### config.mk
export PLATFORM = sky130hd
export DESIGN_NAME = proc_in_fifo
export DESIGN_NICKNAME = d
export VERILOG_FILES = /design/src/rtl/proc_in_fifo.sv
export SDC_FILE = /design/constraint.sdc
export NUM_CORES = 1
export LEC_CHECK = 0
export CORE_ASPECT_RATIO = 1.1
export CORE_MARGIN = 3
export CORE_UTILIZATION = 40
export CTS_BUF_LIST = sky130_fd_sc_hd__clkbuf_16
export DETAILED_ROUTE_END_ITERATION = 8
export PLACE_DENSITY_LB_ADDON = 0.05
export SLEW_MARGIN = 20
export SYNTH_ARGS = -nofsm -noshare
export SYNTH_HDL_FRONTEND = slang
export SYNTH_SLANG_ARGS = --single-unit
### constraint.sdc
create_clock -name clk -period 3.1 [get_ports clk]
set_clock_uncertainty 0.15 [all_clocks]
set_input_delay 0.62 -clock clk [delete_from_list [all_inputs] [get_ports clk]]
set_output_delay 0.62 -clock clk [all_outputs]
set_load 0.1 [all_outputs]
### src/rtl/proc_in_fifo.sv
// proc_in_fifo
//   Multi-channel input buffer in front of the processor input port. External
//   producers write words tagged with a channel number; each channel owns an
//   independent FIFO. The core pops words through addr_in / req_in / io_in.
//
// Ports
//   clk       system clock, rising edge
//   rst       synchronous active-high reset (clears pointers, counts, sticky flags)
//   ext_wr    producer write strobe
//   ext_addr  producer target channel
//   ext_data  producer write data
//   ext_full  per-channel full flag
//   req_in    processor read (pop) strobe
//   addr_in   processor read channel
//   io_in     head word of channel addr_in, 0 when that channel is empty
//   empty     per-channel empty flag
//   ovf       sticky: a write was dropped because the channel was full
//   unf       sticky: a read was issued while the channel was empty
module proc_in_fifo #(
  parameter int NUBITS = 16,
  parameter int NBIOIN = 2,
  parameter int FDEPTH = 4
) (
  input  logic                    clk,
  input  logic                    rst,
  input  logic                    ext_wr,
  input  logic [NBIOIN-1:0]       ext_addr,
  input  logic [NUBITS-1:0]       ext_data,
  output logic [(2**NBIOIN)-1:0]  ext_full,
  input  logic                    req_in,
  input  logic [NBIOIN-1:0]       addr_in,
  output logic [NUBITS-1:0]       io_in,
  output logic [(2**NBIOIN)-1:0]  empty,
  output logic [(2**NBIOIN)-1:0]  ovf,
  output logic [(2**NBIOIN)-1:0]  unf
);

  localparam int NCHAN = 2 ** NBIOIN;
  localparam int AW    = $clog2(FDEPTH);
  localparam logic [AW:0] CNT_FULL = (AW + 1)'(FDEPTH);

  // Head word of every channel, selected by addr_in below.
  logic [NUBITS-1:0] head_word [NCHAN];

  for (genvar ch = 0; ch < NCHAN; ch++) begin : g_chan
    logic [NUBITS-1:0] mem [FDEPTH];
    logic [AW-1:0]     wp;
    logic [AW-1:0]     rp;
    logic [AW:0]       cnt;
    logic              ovf_r;
    logic              unf_r;
    logic              is_full;
    logic              is_empty;
    logic              wr_hit;
    logic              rd_hit;
    logic              wr_ok;
    logic              rd_ok;

    assign is_full  = (cnt == CNT_FULL);
    assign is_empty = (cnt == '0);
    assign wr_hit   = ext_wr && (ext_addr == NBIOIN'(ch));
    assign rd_hit   = req_in && (addr_in == NBIOIN'(ch));
    // Full/empty come from the pre-edge count, so a write to a full channel
    // is dropped even when the same channel is popped in this cycle.
    assign wr_ok    = wr_hit && !is_full;
    assign rd_ok    = rd_hit && !is_empty;

    always_ff @(posedge clk) begin
      if (rst) begin
        wp    <= '0;
        rp    <= '0;
        cnt   <= '0;
        ovf_r <= 1'b0;
        unf_r <= 1'b0;
      end else begin
        if (wr_ok) wp <= wp + 1'b1;
        if (rd_ok) rp <= rp + 1'b1;
        case ({wr_ok, rd_ok})
          2'b10:   cnt <= cnt + 1'b1;
          2'b01:   cnt <= cnt - 1'b1;
          default: cnt <= cnt;
        endcase
        if (wr_hit && is_full)  ovf_r <= 1'b1;
        if (rd_hit && is_empty) unf_r <= 1'b1;
      end
    end

    // Storage is not reset; an empty channel never exposes it.
    always_ff @(posedge clk) begin
      if (wr_ok && !rst) mem[wp] <= ext_data;
    end

    assign head_word[ch] = mem[rp];
    assign ext_full[ch]  = is_full;
    assign empty[ch]     = is_empty;
    assign ovf[ch]       = ovf_r;
    assign unf[ch]       = unf_r;
  end

  assign io_in = empty[addr_in] ? '0 : head_word[addr_in];

endmodule

==> results of run 1 <==
==> worst max path at each step <==
stage	startpoint	end	slack [ns]	cells after the start
5_1_grt	addr_in[0]	io_in[3]	-0.02	7
3_3_place_gp	addr_in[1]	io_in[9]	-0.25	6
3_5_place_dp	addr_in[0]	g_chan[0].cnt[2]$_SDFFE_PP0P_	-0.32	11
4_1_cts	g_chan[3].cnt[0]$_SDFFE_PP0P_	io_in[10]	-0.007	5
2_1_floorplan	addr_in[0]	io_in[0]	-0.14	4
6_report	addr_in[0]	io_in[4]	0.01	7
==> power by group through the flow <==
| stage | logic (mW) | registers, mW | clock network, mW |
|---|---|---|---|
| 2_1_floorplan | 0.377 | 4.51 | 0 |
| 3_3_place_gp | 0.635 | 4.51 | 0 |
| 5_1_grt | 0.709 | 4.43 | 3.77 |
| 4_1_cts | 0.673 | 4.43 | 3.60 |
| 3_5_place_dp | 0.648 | 4.52 | 0 |
| 6_report | 0.672 | 4.43 | 3.52 |
==> area by class of cell <==
| type | count | area [um2] |
|---|---|---|
| Sequential cell | 300 | 8580 |
| Tap cell | 408 | 510 |
| Multi-Input combinational cell | 393 | 3550 |
| Clock buffer | 33 | 826 |
| Clock inverter | 24 | 153 |
| Inverter | 27 | 101 |
| Timing Repair Buffer | 111 | 1480 |
| Fill cell | 2435 | 14800 |
==> metrics by stage <==
step | hold slack [ns] | worst slack, ns | utilization, % | power [mW] | TNS, ns
2_1_floorplan | 0.288 | -0.136 | - | 4.89 | -1.44
3_3_place_gp | 0.311 | -0.246 | 46.8 | 5.15 | -3.63
3_5_place_dp | 0.310 | -0.324 | 46.8 | 5.17 | -4.61
4_1_cts | 0.331 | -0.00668 | 50.6 | 8.71 | -0.0134
5_1_grt | 0.348 | -0.0157 | 50.7 | 8.91 | -0.0618
6_report | 0.317 | 0.0136 | 50.7 | 8.62 | 0
==> worst reg2reg max path, stage by stage, from the launching register on <==
cell and delay [ns]:
dfxtp_1 0.39, nor3b_2 0.44, nand2b_1 0.19, ha_1 0.19, inv_1 0.07, fa_1 0.39, xor2_1 0.16, or3_1 0.31
a21oi_1 0.17
==> state kept, by name, indices dropped and copies added, names as in the netlist, named ones only <==
name          count
g_chan.mem      256
g_chan.wp         8
g_chan.unf_r      4
g_chan.rp         8
g_chan.ovf_r      4
g_chan.cnt       12
==> layout by cell type (no fill, tap or decap), types with 3 or more instances in the layout <==
master           instances
a21oi_1                 32
mux2i_1                128
clkdlybuf4s50_1         21
a41oi_2                  6
fa_1                     4
clkbuf_16               33
nor3_2                   4
dfxtp_2                  9
nand3_1                  5
o22a_1                  64
xor2_1                   8
ha_1                    20
nand3b_1                10
clkinv_2                 6
inv_1                   34
a41oi_4                 10
or3_1                   12
nor2_1                  24
nor3_1                   4
dfxtp_1                 35
or4_1                    4
buf_4                   40
edfxtp_1               256
clkinv_1                 6
nand2b_1                 3
and2_1                  16
o21ai_0                 16
or3b_4                   4
o31ai_1                  4
a41oi_1                  4
buf_12                  45
nor3b_2                  3
==> kinds of logic (layout without fill, tap and decap cells) <==
| logic type | after synthesis | count (layout) | synth area share, % |
|---|---|---|---|
| AO/OA/AOI/OAI | 136 | 136 | 8.75 |
| XOR/XNOR | 8 | 8 | 0.567 |
| flip-flops | 300 | 300 | 69.3 |
| multiplexers | 129 | 129 | 10.6 |
| buffers and inverters | 80 | 195 | 3.25 |
| AND/OR/NAND/NOR | 96 | 96 | 4.87 |
| adder cells (fa/ha/maj) | 24 | 24 | 2.67 |
==> routing by layer <==
layer	track usage (%)	vias to the layer above	part of all wire (%)
met1	21.2	3430	41
met5	0	-	0
li1	-	3164	-
met4	6.50	0	3.6
met3	2.57	55	3.9
met2	32.5	166	52
==> what timing repair did <==
action / in CTS / in global routing
hold endpoints to repair: 0 / 0
pin swaps: 9 / 5
setup endpoints to repair: 16 / 16
cloned: 2 / 0
buffers inserted: 2 / 0
gates resized for setup: 16 / 10
==> summary.md, run 1 <==
| Metric | Value |
|---|---|
| Die height | `190 um` |
| Final setup viols | `0` |
| Starting Density | `41.2%` |
| Post-route cell area | `15200 um2` |
| Hold Buf Count CTS | `0` |
| Routed vias | `6815` |
| CP Cell Sequence | `clkdlybuf4s15_2 -> buf_6 -> or3b_4 -> buf_12 -> o22a_1 -> a41oi_4 -> buf_12` |
| Asr flop ratio synth | `0%` |
| Post-synth top cells | `edfxtp_1 (256), mux2i_1 (128), o22a_1 (64)` |
| Row count | `66` |
| Syn Std Cell Area | `12400 um2` |
| RSZ-0062 raised after global routing | `yes` |
| Critical Path End Type | `primary output` |
| Drc violations | `0` |
| First-pass GRT wire length | `44.2 mm` |
| Max-Slew Margin vs Limit | `54.9%` |
| Worst Path Required | `2.33 ns` |
| H-tree depth | `1` |
| Initial antenna violation count | `0` |
| Post-synth top area cell | `edfxtp_1` |
| Root buf cell | `clkbuf_16` |
| CP Class | `input port to primary output` |
| DR pass1 iterations | `5` |
| NetSw | `1.97 mW` |
| Core area | `30000 um2` |
| Synth Instances | `773` |
| Max Freq | `324 MHz` |
| R2R depth | `8` |
| R2R Setup Slk | `0.57 ns` |
| Placed cell count | `1235` |
| IO buf count | `55` |
| Die area | `33000 um2` |
| Die width | `174 um` |
| VDD IR max | `0.418 mV` |
| Synthesized area per cell | `16.0 um2` |
| Share of post-route cells with drive strength above 1 | `19.5%` |
| Cell mode on critical path | `buf_12` |
| Hold Startpoint | `g_chan[0].ovf_r$_SDFFE_PP0P_` |
| Max incr delay on CP | `0.44 ns` |
| Combinational power share | `7.8%` |
| Post-route ant nets | `0` |
| Syn Nets | `821` |
| Largest cells by area after synthesis | `edfxtp_1 (62%), mux2i_1 (10%), dfxtp_1 (7.1%)` |
| Vias in the first global route | `7223` |
| RR Startpoint | `g_chan[3].cnt[2]$_SDFFE_PP0P_` |
| Largest net degree at the start of global routing | `33` |
| Slew at the pin closest to its max-slew limit | `0.674 ns` |
| CTS tree | `yes` |
| Setup crit start kind | `input port` |
| Ys Warns | `0` |
| Max Fanout on Critical Path | `8` |
| Static Leak | `4.70 nW` |
| Slew Viols, Final | `0` |
| Switch share | `22.9%` |
| Unique masters post-synth | `36` |
| Count leader, synth | `edfxtp_1` |
| Ant diodes | `0` |
| Max_cap viols | `0` |
| Clk buf depth | `3` |
| CTS sink count | `300` |
| Internal power | `6.65 mW` |
| Placed cell areas | `14000 um2` |
| Post-synth EDFFs | `256` |
| Detailed Route Iter0 Violations | `413` |
| Seq/Total Area, Yosys | `69.3%` |
| Crit path buf inv count | `4` |
| Total Wirelength | `29.3 mm` |
| Synth top area share | `62.2%` |
| Fin. Hold Viols | `0` |
| NumNets Final | `912` |
| Post-route clock period utilization | `99.6%` |
| Worst Hold End | `g_chan[0].ovf_r$_SDFFE_PP0P_` |
| Worst skew pair latency | `0.58 ns` |
| GPL Wtd Cong | `0.857` |
| Hold depth | `2` |
| CP arrival | `2.32 ns` |
| Placed wire-length estimate | `18.4 mm` |
| Fin cells | `1296` |
| Part of the power in registers | `51.4%` |
| DR WL/cell | `22.6 um` |
| Worst path top cell family by delay | `buffers and inverters` |
| Num CTS Buffers | `31` |
| P&R area growth vs syn | `23.0%` |
| #FFs+latches synth | `300` |
| Total grt overflow | `0` |
| Vias per cell | `5.26` |
| IO Pins | `56` |
| Clk pwr share | `40.8%` |
| Top_reg_cell synth | `edfxtp_1` |
| Power density over the cells | `567 nW/um2` |
| Worst R2R End | `g_chan[3].cnt[2]$_SDFFE_PP0P_` |
| Status | `complete, no violations` |
| Clock slew at reported path FFs | `0.06 ns` |
| Gr usage total | `17.7%` |
| Slowest CP cell | `or3b_4` |
| Worst hold-check path type | `register to register` |
| Final min period | `3.09 ns` |
(Power assumes the default switching activity.)
==> run 2: changes to the inputs <==
==> constraint.sdc (replaced) <==
create_clock -name clk -period 2.9 [get_ports clk]
set_clock_uncertainty 0.15 [all_clocks]
set_input_delay 0.58 -clock clk [delete_from_list [all_inputs] [get_ports clk]]
set_output_delay 0.58 -clock clk [all_outputs]
set_load 0.1 [all_outputs]
==> summary.md, run 2 (synthesis gave the netlist of run 1 again) <==
| Metric | Value |
|---|---|
| Status | `complete, but fails checks` |
| Failing checks | `setup timing` |
| Power density over the cells | `622 nW/um2` |
| Max incr delay on CP | `0.44 ns` |
| CTS sink count | `300` |
| DR pass1 iterations | `4` |
| Setup TNS | `-0.410 ns` |
| Post-route ant nets | `0` |
| VDD IR max | `0.453 mV` |
| Worst Hold End | `g_chan[3].ovf_r$_SDFFE_PP0P_` |
| Drc violations | `0` |
| Most common cell after layout, fill and taps aside | `edfxtp_1` |
| Row count | `66` |
| Root buf cell | `clkbuf_16` |
| Max-Slew Margin vs Limit | `56.4%` |
| Total Wirelength | `29.5 mm` |
| Part of the power in registers | `49.1%` |
| Slew Viols, Final | `0` |
| Crit path buf inv count | `5` |
| IO Pins | `56` |
| Num CTS Buffers | `34` |
| Starting Density | `41.2%` |
| H-tree depth | `2` |
| Most frequent cells in the layout | `edfxtp_1 (256), mux2i_1 (128), o22a_1 (64)` |
| Core area | `30000 um2` |
| NetSw | `2.12 mW` |
| Vias in the first global route | `7268` |
| Reg with most FFs | `g_chan.mem` |
| CTS tree | `yes` |
| Setup crit start kind | `input port` |
| Placed cell count | `1247` |
| Internal power | `7.53 mW` |
| R2R depth | `9` |
| Worst Path Required | `2.17 ns` |
| Max_cap viols | `0` |
| NumNets Final | `930` |
| Initial antenna violation count | `0` |
| Cell mode on critical path | `buf_12` |
| Die area | `33000 um2` |
| Worst skew pair latency | `0.50 ns` |
| Clk buf depth | `3` |
| Total grt overflow | `0` |
| Post-route clock period utilization | `102%` |
| Vias per cell | `5.26` |
| Die height | `190 um` |
| Clk pwr share | `43.2%` |
| Critical Path End Type | `primary output` |
| CP Cell Sequence | `clkdlybuf4s15_2 -> buf_4 -> inv_1 -> mux4_2 -> buf_12 -> a41oi_4 -> buf_12` |
| Die width | `174 um` |
| Slowest CP cell | `mux4_2` |
| Largest net degree at the start of global routing | `33` |
| Final setup viols | `13` |
| RSZ-0062 raised after global routing | `yes` |
| Max Freq | `339 MHz` |
| Switch share | `22.0%` |
| IO buf count | `55` |
| Fin. Hold Viols | `0` |
| Worst hold-check path type | `register to register` |
| DR WL/cell | `22.5 um` |
| R2R Setup Slk | `0.36 ns` |
| Largest regs | `g_chan.mem: 256 flops, g_chan.cnt: 12 flops` |
| Fin cells | `1313` |
| Routed vias | `6909` |
| P&R area growth vs syn | `25.6%` |
| CP Class | `input port to primary output` |
| First-pass GRT wire length | `44.6 mm` |
| CP arrival | `2.22 ns` |
| Ant diodes | `0` |
| Number of flip-flops in the largest register | `256` |
| Final worst slack | `-0.0528 ns` |
| Clock slew at reported path FFs | `0.06 ns` |
| Detailed Route Iter0 Violations | `377` |
| Share of post-route cells with drive strength above 1 | `21.8%` |
| RR Startpoint | `g_chan[0].cnt[0]$_SDFFE_PP0P_` |
| Hold Startpoint | `g_chan[3].ovf_r$_SDFFE_PP0P_` |
| Static Leak | `4.83 nW` |
| Placed wire-length estimate | `18.9 mm` |
| Final min period | `2.95 ns` |
| GPL Wtd Cong | `0.795` |
| Combinational power share | `7.7%` |
| Worst R2R End | `g_chan[0].cnt[2]$_SDFFE_PP0P_` |
| Slew at the pin closest to its max-slew limit | `0.652 ns` |
| Max Fanout on Critical Path | `8` |
| Hold depth | `2` |
| Gr usage total | `17.9%` |
| Worst path top cell family by delay | `buffers and inverters` |
==> run 2: cell count changes in the layout (fill, tap and decap cells not counted), sizes merged <==
cell / before / now
buf: 88 / 104
bufinv: 1 / 4
clkbuf: 33 / 35
clkdlybuf4s15: 2 / 1
clkinv: 12 / 16
clkinvlp: 2 / 0
inv: 36 / 31
==> run 2: routing by layer <==
metal,routed length [um],global-route usage (%),up-vias
li1,-,-,3201
met1,12500,22.2,3484
met2,15000,32.2,175
met3,1170,2.81,49
met4,766,5.48,0
met5,0,0,-
==> run 2: area by class of cell <==
cell class              instances  area (um2)
fillers                      2438       14500
flip-flops and latches        300        8610
multi-input cells             393        3620
repair buffers                126        1580
clock buffers                  35         876
well taps                     408         510
clock inverters                24         214
inverters                      27         101
==> run 2: what timing repair did <==
| action | CTS | global route |
|---|---|---|
| gates resized for setup | 33 | 3 |
| pin swaps | 1 | 0 |
| setup endpoints to repair | 16 | 16 |
| cloned | 1 | 0 |
| hold buffers | 0 | 0 |
| setup buffers | 5 | 1 |
==> run 2: worst max-delay path by stage <==
| stage | start | to | slack (ns) | cells after the start |
|---|---|---|---|---|
| after floorplan | addr_in[0] | io_in[10] | -0.08 | 3 |
| after global placement | addr_in[0] | io_in[2] | -0.38 | 6 |
| final | addr_in[1] | io_in[2] | -0.05 | 7 |
| after CTS | g_chan[1].cnt[1]$_SDFFE_PP0P_ | io_in[2] | -0.08 | 5 |
| after detailed placement | addr_in[1] | g_chan[1].cnt[2]$_SDFFE_PP0P_ | -0.44 | 10 |
| after global routing | g_chan[0].cnt[2]$_SDFFE_PP0P_ | io_in[2] | -0.08 | 5 |
==> run 2: tightest hold or removal path: cells and delay by family, from the launching register on <==
| kind | cells | cell delay, ns |
|---|---|---|
| AO/OA/AOI/OAI | 1 | 0.04 |
| flip-flops | 1 | 0.34 |
| AND/OR/NAND/NOR | 1 | 0.07 |
==> run 2: through the flow <==
stage	hold WS, ns	setup WS, ns	cell area (um2)	util [%]	power, mW
6_report	0.333	-0.0528	15500	51.8	9.65
5_1_grt	0.362	-0.0822	15500	51.8	9.98
4_1_cts	0.335	-0.0763	15500	51.7	9.74
3_5_place_dp	0.318	-0.438	14300	47.6	5.55
3_3_place_gp	0.308	-0.375	14300	47.6	5.54
2_1_floorplan	0.288	-0.0816	12500	-	5.25
==> run 2: power by group through the flow <==
stage | logic [mW] | registers (mW) | clock network [mW]
after floorplan | 0.425 | 4.82 | 0
after global placement | 0.708 | 4.83 | 0
after detailed placement | 0.721 | 4.83 | 0
after CTS | 0.753 | 4.74 | 4.25
after global routing | 0.789 | 4.74 | 4.45
final | 0.746 | 4.74 | 4.16
